==> config.mk <==
export PLATFORM = sky130hd
export DESIGN_NAME = wb_rr_arbiter3
export DESIGN_NICKNAME = d
export VERILOG_FILES = /design/src/rtl/wb_rr_arbiter3.sv
export SDC_FILE = /design/constraint.sdc
export NUM_CORES = 1
export LEC_CHECK = 0
export ABC_AREA = 1
export CORE_MARGIN = 3
export CORE_UTILIZATION = 29
export CTS_BUF_LIST = sky130_fd_sc_hd__clkbuf_4
export CTS_CLUSTER_DIAMETER = 200
export CTS_CLUSTER_SIZE = 10
export DETAILED_ROUTE_END_ITERATION = 10
export PLACE_DENSITY = 0.81
export SLEW_MARGIN = 20
export SYNTH_ARGS = -nofsm -noshare
export SYNTH_HDL_FRONTEND = slang
export SYNTH_SLANG_ARGS = --single-unit
==> constraint.sdc <==
create_clock -name i_clk -period 1.3 [get_ports i_clk]
set_clock_uncertainty 0.05 [all_clocks]
set_input_delay 0.13 -clock i_clk [delete_from_list [all_inputs] [get_ports i_clk]]
set_output_delay 0.13 -clock i_clk [all_outputs]
set_load 0.01 [all_outputs]
==> src/rtl/wb_rr_arbiter3.sv <==
// Three-master Wishbone round-robin arbiter with a per-strobe wait timeout.
//
// state    | meaning
// ---------+------------------------------------------------------------
// ST_IDLE  | bus free, no owner; picks the next requester round-robin
// ST_GRANT | owner g drives the slave port and receives its responses
// ST_ABORT | slave timed out; err pulsed once, bus held off until g drops cyc
module wb_rr_arbiter3 #(
    parameter int ADDR_W  = 24,
    parameter int TIMEOUT = 255
) (
    input  logic              i_clk,
    input  logic              i_rst_n,
    input  logic              wb0_cyc,
    input  logic              wb0_stb,
    input  logic              wb0_we,
    input  logic              wb0_4_burst,
    input  logic              wb0_8_burst,
    input  logic [ADDR_W-1:0] wb0_adr,
    input  logic [15:0]       wb0_o_dat,
    input  logic [1:0]        wb0_sel,
    output logic              wb0_ack,
    output logic              wb0_err,
    output logic              wb0_rty,
    input  logic              wb1_cyc,
    input  logic              wb1_stb,
    input  logic              wb1_we,
    input  logic              wb1_4_burst,
    input  logic              wb1_8_burst,
    input  logic [ADDR_W-1:0] wb1_adr,
    input  logic [15:0]       wb1_o_dat,
    input  logic [1:0]        wb1_sel,
    output logic              wb1_ack,
    output logic              wb1_err,
    output logic              wb1_rty,
    input  logic              wb2_cyc,
    input  logic              wb2_stb,
    input  logic              wb2_we,
    input  logic              wb2_4_burst,
    input  logic              wb2_8_burst,
    input  logic [ADDR_W-1:0] wb2_adr,
    input  logic [15:0]       wb2_o_dat,
    input  logic [1:0]        wb2_sel,
    output logic              wb2_ack,
    output logic              wb2_err,
    output logic              wb2_rty,
    output logic              owb_cyc,
    output logic              owb_stb,
    output logic              owb_we,
    output logic              owb_4_burst,
    output logic              owb_8_burst,
    output logic [ADDR_W-1:0] owb_adr,
    output logic [15:0]       owb_o_dat,
    output logic [1:0]        owb_sel,
    input  logic              owb_ack,
    input  logic              owb_err,
    input  logic              owb_rty,
    output logic [1:0]        o_grant,
    output logic              o_timeout
);

    typedef enum logic [1:0] {
        ST_IDLE  = 2'd0,
        ST_GRANT = 2'd1,
        ST_ABORT = 2'd2
    } state_t;

    localparam logic [7:0] TIMEOUT_CNT = 8'(TIMEOUT);

    state_t            state_q, state_d;
    logic [1:0]        grant_q, grant_d;
    logic [1:0]        ptr_q, ptr_d;
    logic [7:0]        cnt_q, cnt_d;
    logic              to_q, to_d;

    logic [2:0]        cyc_v;
    logic [1:0]        ptr_p1, ptr_p2, win;
    logic              in_grant, resp;
    logic              m_cyc, m_stb, m_we, m_b4, m_b8;
    logic [ADDR_W-1:0] m_adr;
    logic [15:0]       m_dat;
    logic [1:0]        m_sel;

    assign cyc_v    = {wb2_cyc, wb1_cyc, wb0_cyc};
    assign in_grant = (state_q == ST_GRANT);
    assign resp     = owb_ack | owb_err | owb_rty;

    // Round-robin pick: first requester at or after ptr, wrapping 2 -> 0.
    always_comb begin
        ptr_p1 = (ptr_q == 2'd2) ? 2'd0 : ptr_q + 2'd1;
        ptr_p2 = (ptr_p1 == 2'd2) ? 2'd0 : ptr_p1 + 2'd1;
        win    = ptr_q;
        if (cyc_v[ptr_q])       win = ptr_q;
        else if (cyc_v[ptr_p1]) win = ptr_p1;
        else if (cyc_v[ptr_p2]) win = ptr_p2;
    end

    // Select the current owner's request signals.
    always_comb begin
        m_cyc = 1'b0;
        m_stb = 1'b0;
        m_we  = 1'b0;
        m_b4  = 1'b0;
        m_b8  = 1'b0;
        m_adr = '0;
        m_dat = '0;
        m_sel = '0;
        case (grant_q)
            2'd0: begin
                m_cyc = wb0_cyc; m_stb = wb0_stb; m_we = wb0_we;
                m_b4 = wb0_4_burst; m_b8 = wb0_8_burst;
                m_adr = wb0_adr; m_dat = wb0_o_dat; m_sel = wb0_sel;
            end
            2'd1: begin
                m_cyc = wb1_cyc; m_stb = wb1_stb; m_we = wb1_we;
                m_b4 = wb1_4_burst; m_b8 = wb1_8_burst;
                m_adr = wb1_adr; m_dat = wb1_o_dat; m_sel = wb1_sel;
            end
            2'd2: begin
                m_cyc = wb2_cyc; m_stb = wb2_stb; m_we = wb2_we;
                m_b4 = wb2_4_burst; m_b8 = wb2_8_burst;
                m_adr = wb2_adr; m_dat = wb2_o_dat; m_sel = wb2_sel;
            end
            default: ;
        endcase
    end

    // Slave-side drive and response routing; everything is gated by state so
    // an async reset drops the bus without waiting for a clock edge.
    always_comb begin
        owb_cyc     = in_grant & m_cyc;
        owb_stb     = in_grant & m_stb;
        owb_we      = in_grant & m_we;
        owb_4_burst = in_grant & m_b4;
        owb_8_burst = in_grant & m_b8;
        owb_adr     = in_grant ? m_adr : '0;
        owb_o_dat   = in_grant ? m_dat : '0;
        owb_sel     = in_grant ? m_sel : '0;
        wb0_ack = 1'b0; wb0_err = 1'b0; wb0_rty = 1'b0;
        wb1_ack = 1'b0; wb1_err = 1'b0; wb1_rty = 1'b0;
        wb2_ack = 1'b0; wb2_err = 1'b0; wb2_rty = 1'b0;
        case (grant_q)
            2'd0: begin
                wb0_ack = in_grant & owb_ack;
                wb0_err = (in_grant & owb_err) | to_q;
                wb0_rty = in_grant & owb_rty;
            end
            2'd1: begin
                wb1_ack = in_grant & owb_ack;
                wb1_err = (in_grant & owb_err) | to_q;
                wb1_rty = in_grant & owb_rty;
            end
            2'd2: begin
                wb2_ack = in_grant & owb_ack;
                wb2_err = (in_grant & owb_err) | to_q;
                wb2_rty = in_grant & owb_rty;
            end
            default: ;
        endcase
        o_grant   = (state_q == ST_IDLE) ? 2'd3 : grant_q;
        o_timeout = to_q;
    end

    // Next-state, pointer and wait-counter logic. A response on the
    // terminal-count cycle blocks the abort because resp is checked first.
    always_comb begin
        state_d = state_q;
        grant_d = grant_q;
        ptr_d   = ptr_q;
        to_d    = 1'b0;
        cnt_d   = (state_q == ST_IDLE || !owb_stb || resp) ? 8'd0 : cnt_q + 8'd1;
        case (state_q)
            ST_IDLE: begin
                if (|cyc_v) begin
                    grant_d = win;
                    ptr_d   = (win == 2'd2) ? 2'd0 : win + 2'd1;
                    state_d = ST_GRANT;
                end
            end
            ST_GRANT: begin
                if (!m_cyc) begin
                    state_d = ST_IDLE;
                end else if (m_stb && !resp && cnt_q == TIMEOUT_CNT) begin
                    state_d = ST_ABORT;
                    to_d    = 1'b1;
                end
            end
            ST_ABORT: begin
                if (!m_cyc) state_d = ST_IDLE;
            end
            default: state_d = ST_IDLE;
        endcase
    end

    // State registers.
    always_ff @(posedge i_clk or negedge i_rst_n) begin
        if (!i_rst_n) begin
            state_q <= ST_IDLE;
            grant_q <= 2'd0;
            ptr_q   <= 2'd0;
            cnt_q   <= 8'd0;
            to_q    <= 1'b0;
        end else begin
            state_q <= state_d;
            grant_q <= grant_d;
            ptr_q   <= ptr_d;
            cnt_q   <= cnt_d;
            to_q    <= to_d;
        end
    end

endmodule

==> out/metrics.yaml <==
reg2reg_depth: 11
numCtsBuffers: 3
leakagePower_nw: 3.02
r2r-end: "ptr_q[0]"
violations: "setup timing"
worstPathArrival_ps: 1720
rows: 31
finalSetupViolCount: 73
synth_fp_nets: 577
synthTopCellsByArea: "nand2_1 36%, dfrtp_1 17%, nand3_1 13%, inv_1 11%, nor2_1 3.4%"
hold_path_class: "in2async"
h-tree-depth: 1
die_area_mm2: 0.00861
clk_latency_ps: 290
ant_nets: 0
routed_wl_mm: 13.3
whs_ps: 95.4
antenna_cells: 0
tightest_slew_ps: 319
status: "finished, violations left"
drv_slew: 0
relSlewSlack_pct: 78.7
place_area_mm2: 0.00464
crit_chain: "nor2_4, nand2_1, nor2_1, clkdlybuf4s50_1"
p_total_mw: 10.6
track_usage_pct: 23.7
portBuffers: 204
grt_first_pass_wirelength_mm: 16.9
overflow: 0
grt_pass1_vias: 3530
max_stage_delay_ps: 550
rrSetupSlack_ps: -470
num_io_pins: 205
core_mm2: 0.00729
ys_seq_elements: 15
ys_seq_area_share_pct: 17.2
cpMaxStageDelayCell: "clkdlybuf4s50_1"
drive_gt1_share_pct: 39.9
worst_setup_path_start_kind: "register"
wl_per_cell_um: 16.8
stdcell_area_mm2: 0.00556
syn_avg_cell_area_um2: 5.08
synth_edf_count: 0
vias: 3873
place_hpwl_mm: 8.34
nets: 837
synth_top_area_share_pct: 36.4
layout_setup_ws_ps: -602
grt_max_degree: 28
r2r-start: "state_q[1]"
start_util_pct: 30.0
clock_sinks: 15
path_clk_slew_ps: 110
ys_types: 30
hold_viol: 0
cp_max_fo: 4
cts_tree: "yes"
power_density_mw_per_mm2: 1910
fin_util_pct: 76.3
place_ws_ps: -583
clockRootBuffer: "clkbuf_4"
period_share_pct: 146
worstSetupPathType: "reg2out"
async_flop_share_pct: 100
fp.dieH_um: 92.8
cap_viol_max_count: 0
ys_warn_count: 0
via_per_inst: 4.91
drc: 0
drt_iter0_markers: 190
rsz0062_at_grt: "yes"
clock.fmax_mhz: 526
synthToLayoutAreaGrowth_pct: 155
syn_inst: 430
ir_drop_v: 0.00131
yosys.area.top_type: "nand2_1"
fin_crit_ps: 1900
cp-end-kind: "primary output"
cp.required_ps: 1120
first_pass_iters: 4
gp_congestion: 0.842
synthesis.area_mm2: 0.00218
clockBufferDepth: 2
die_x_um: 92.8
ys.flop_type: "dfrtp_1"
grt_antenna_before_repair: 0
==> worst max-delay path by stage <==
stage	endpoint	slack, ps	cells after the start	start
final	wb2_ack	-600	4	state_q[1]
after global routing	wb2_ack	-670	5	state_q[0]
after CTS	wb2_ack	-590	4	grant_q[0]
after global placement	owb_stb	-540	7	grant_q[0]
after detailed placement	owb_stb	-580	7	grant_q[0]
after floorplan	owb_adr[0]	-9	7	grant_q[0]
==> worst max-delay path: cells and delay by family, from the launching register on <==
| family | cells | cell delay, ps |
|---|---|---|
| buffers and inverters | 1 | 550 |
| AND/OR/NAND/NOR | 3 | 440 |
| flip-flops | 1 | 440 |
==> cell type report <==
type | instances | area, um2
Multi-Input combinational cell | 326 | 2000
Clock inverter | 1 | 5.00
Inverter | 70 | 278
Timing Repair Buffer | 274 | 2760
Sequential cell | 15 | 379
Tap cell | 99 | 124
Clock buffer | 3 | 22.5
Fill cell | 501 | 1730
==> logic make-up (layout without fill, tap and decap cells) <==
logic type | count (synthesis) | in the layout | synth area share, %
flip-flops | 15 | 15 | 17.2
adder cells (fa/ha/maj) | 1 | 1 | 0.573
AO/OA/AOI/OAI | 15 | 15 | 5.15
AND/OR/NAND/NOR | 310 | 310 | 60.7
buffers and inverters | 89 | 348 | 16.4
==> layer usage <==
layer / GRT usage [%] / up-vias / part of all wire [%]
met1: 27.2 / 1812 / 38
met2: 46.3 / 197 / 53
met5: 0 / - / 0
li1: - / 1825 / -
met4: 4.40 / 0 / 2.9
met3: 3.25 / 39 / 6.0
==> timing repair <==
| action | CTS | global route |
|---|---|---|
| pin swaps | 8 | 54 |
| endpoints found under the setup margin | 74 | 73 |
| buffers inserted | 13 | 18 |
| hold endpoints to repair | 0 | 0 |
| gates resized for setup | 257 | 177 |
| gates cloned | 2 | 10 |
| hold buffers | 0 | 0 |
==> cell usage in the layout, fill, tap and decap left out, drive strengths merged <==
cell           count
o2111ai            1
nand4              3
clkdlybuf4s50    146
a21boi             1
o21a               2
and3               2
a31oi              1
a21oi              4
nand2            216
o211ai             1
a21o               1
o21ai              4
dfrtp             15
clkinv             1
buf              120
clkbuf            11
nor4               1
nor3b              2
inv               70
nor2              22
ha                 1
nand3             56
nor3               8
==> cells in the mapped netlist (4+ instances only) <==
library cell,number
a21oi_1,4
buf_2,14
clkbuf_1,4
dfrtp_1,15
inv_1,65
inv_2,4
nand2_1,212
nand3_1,55
nor2_1,20
nor3_2,5
==> flip-flops by register name (all words and copies together), names as in the netlist <==
signal and count:
grant_q 2, cnt_q 8, o_timeout 1, ptr_q 2, state_q 2
==> through the flow <==
step,cells,setup TNS (ps)
after floorplan,430,-98.2
after global placement,747,-31280
after detailed placement,747,-34050
after CTS,764,-29310
after global routing,788,-40440
final,788,-34740
==> where the power goes <==
part / leakage (nW) / internal [mW] / switching [mW]
combinational: 2.80 / 4.74 / 4.91
clock: 0.0177 / 0.114 / 0.179
sequential: 0.197 / 0.554 / 0.106
total: 3.02 / 5.41 / 5.19
Power figures use the tool's default switching activity.
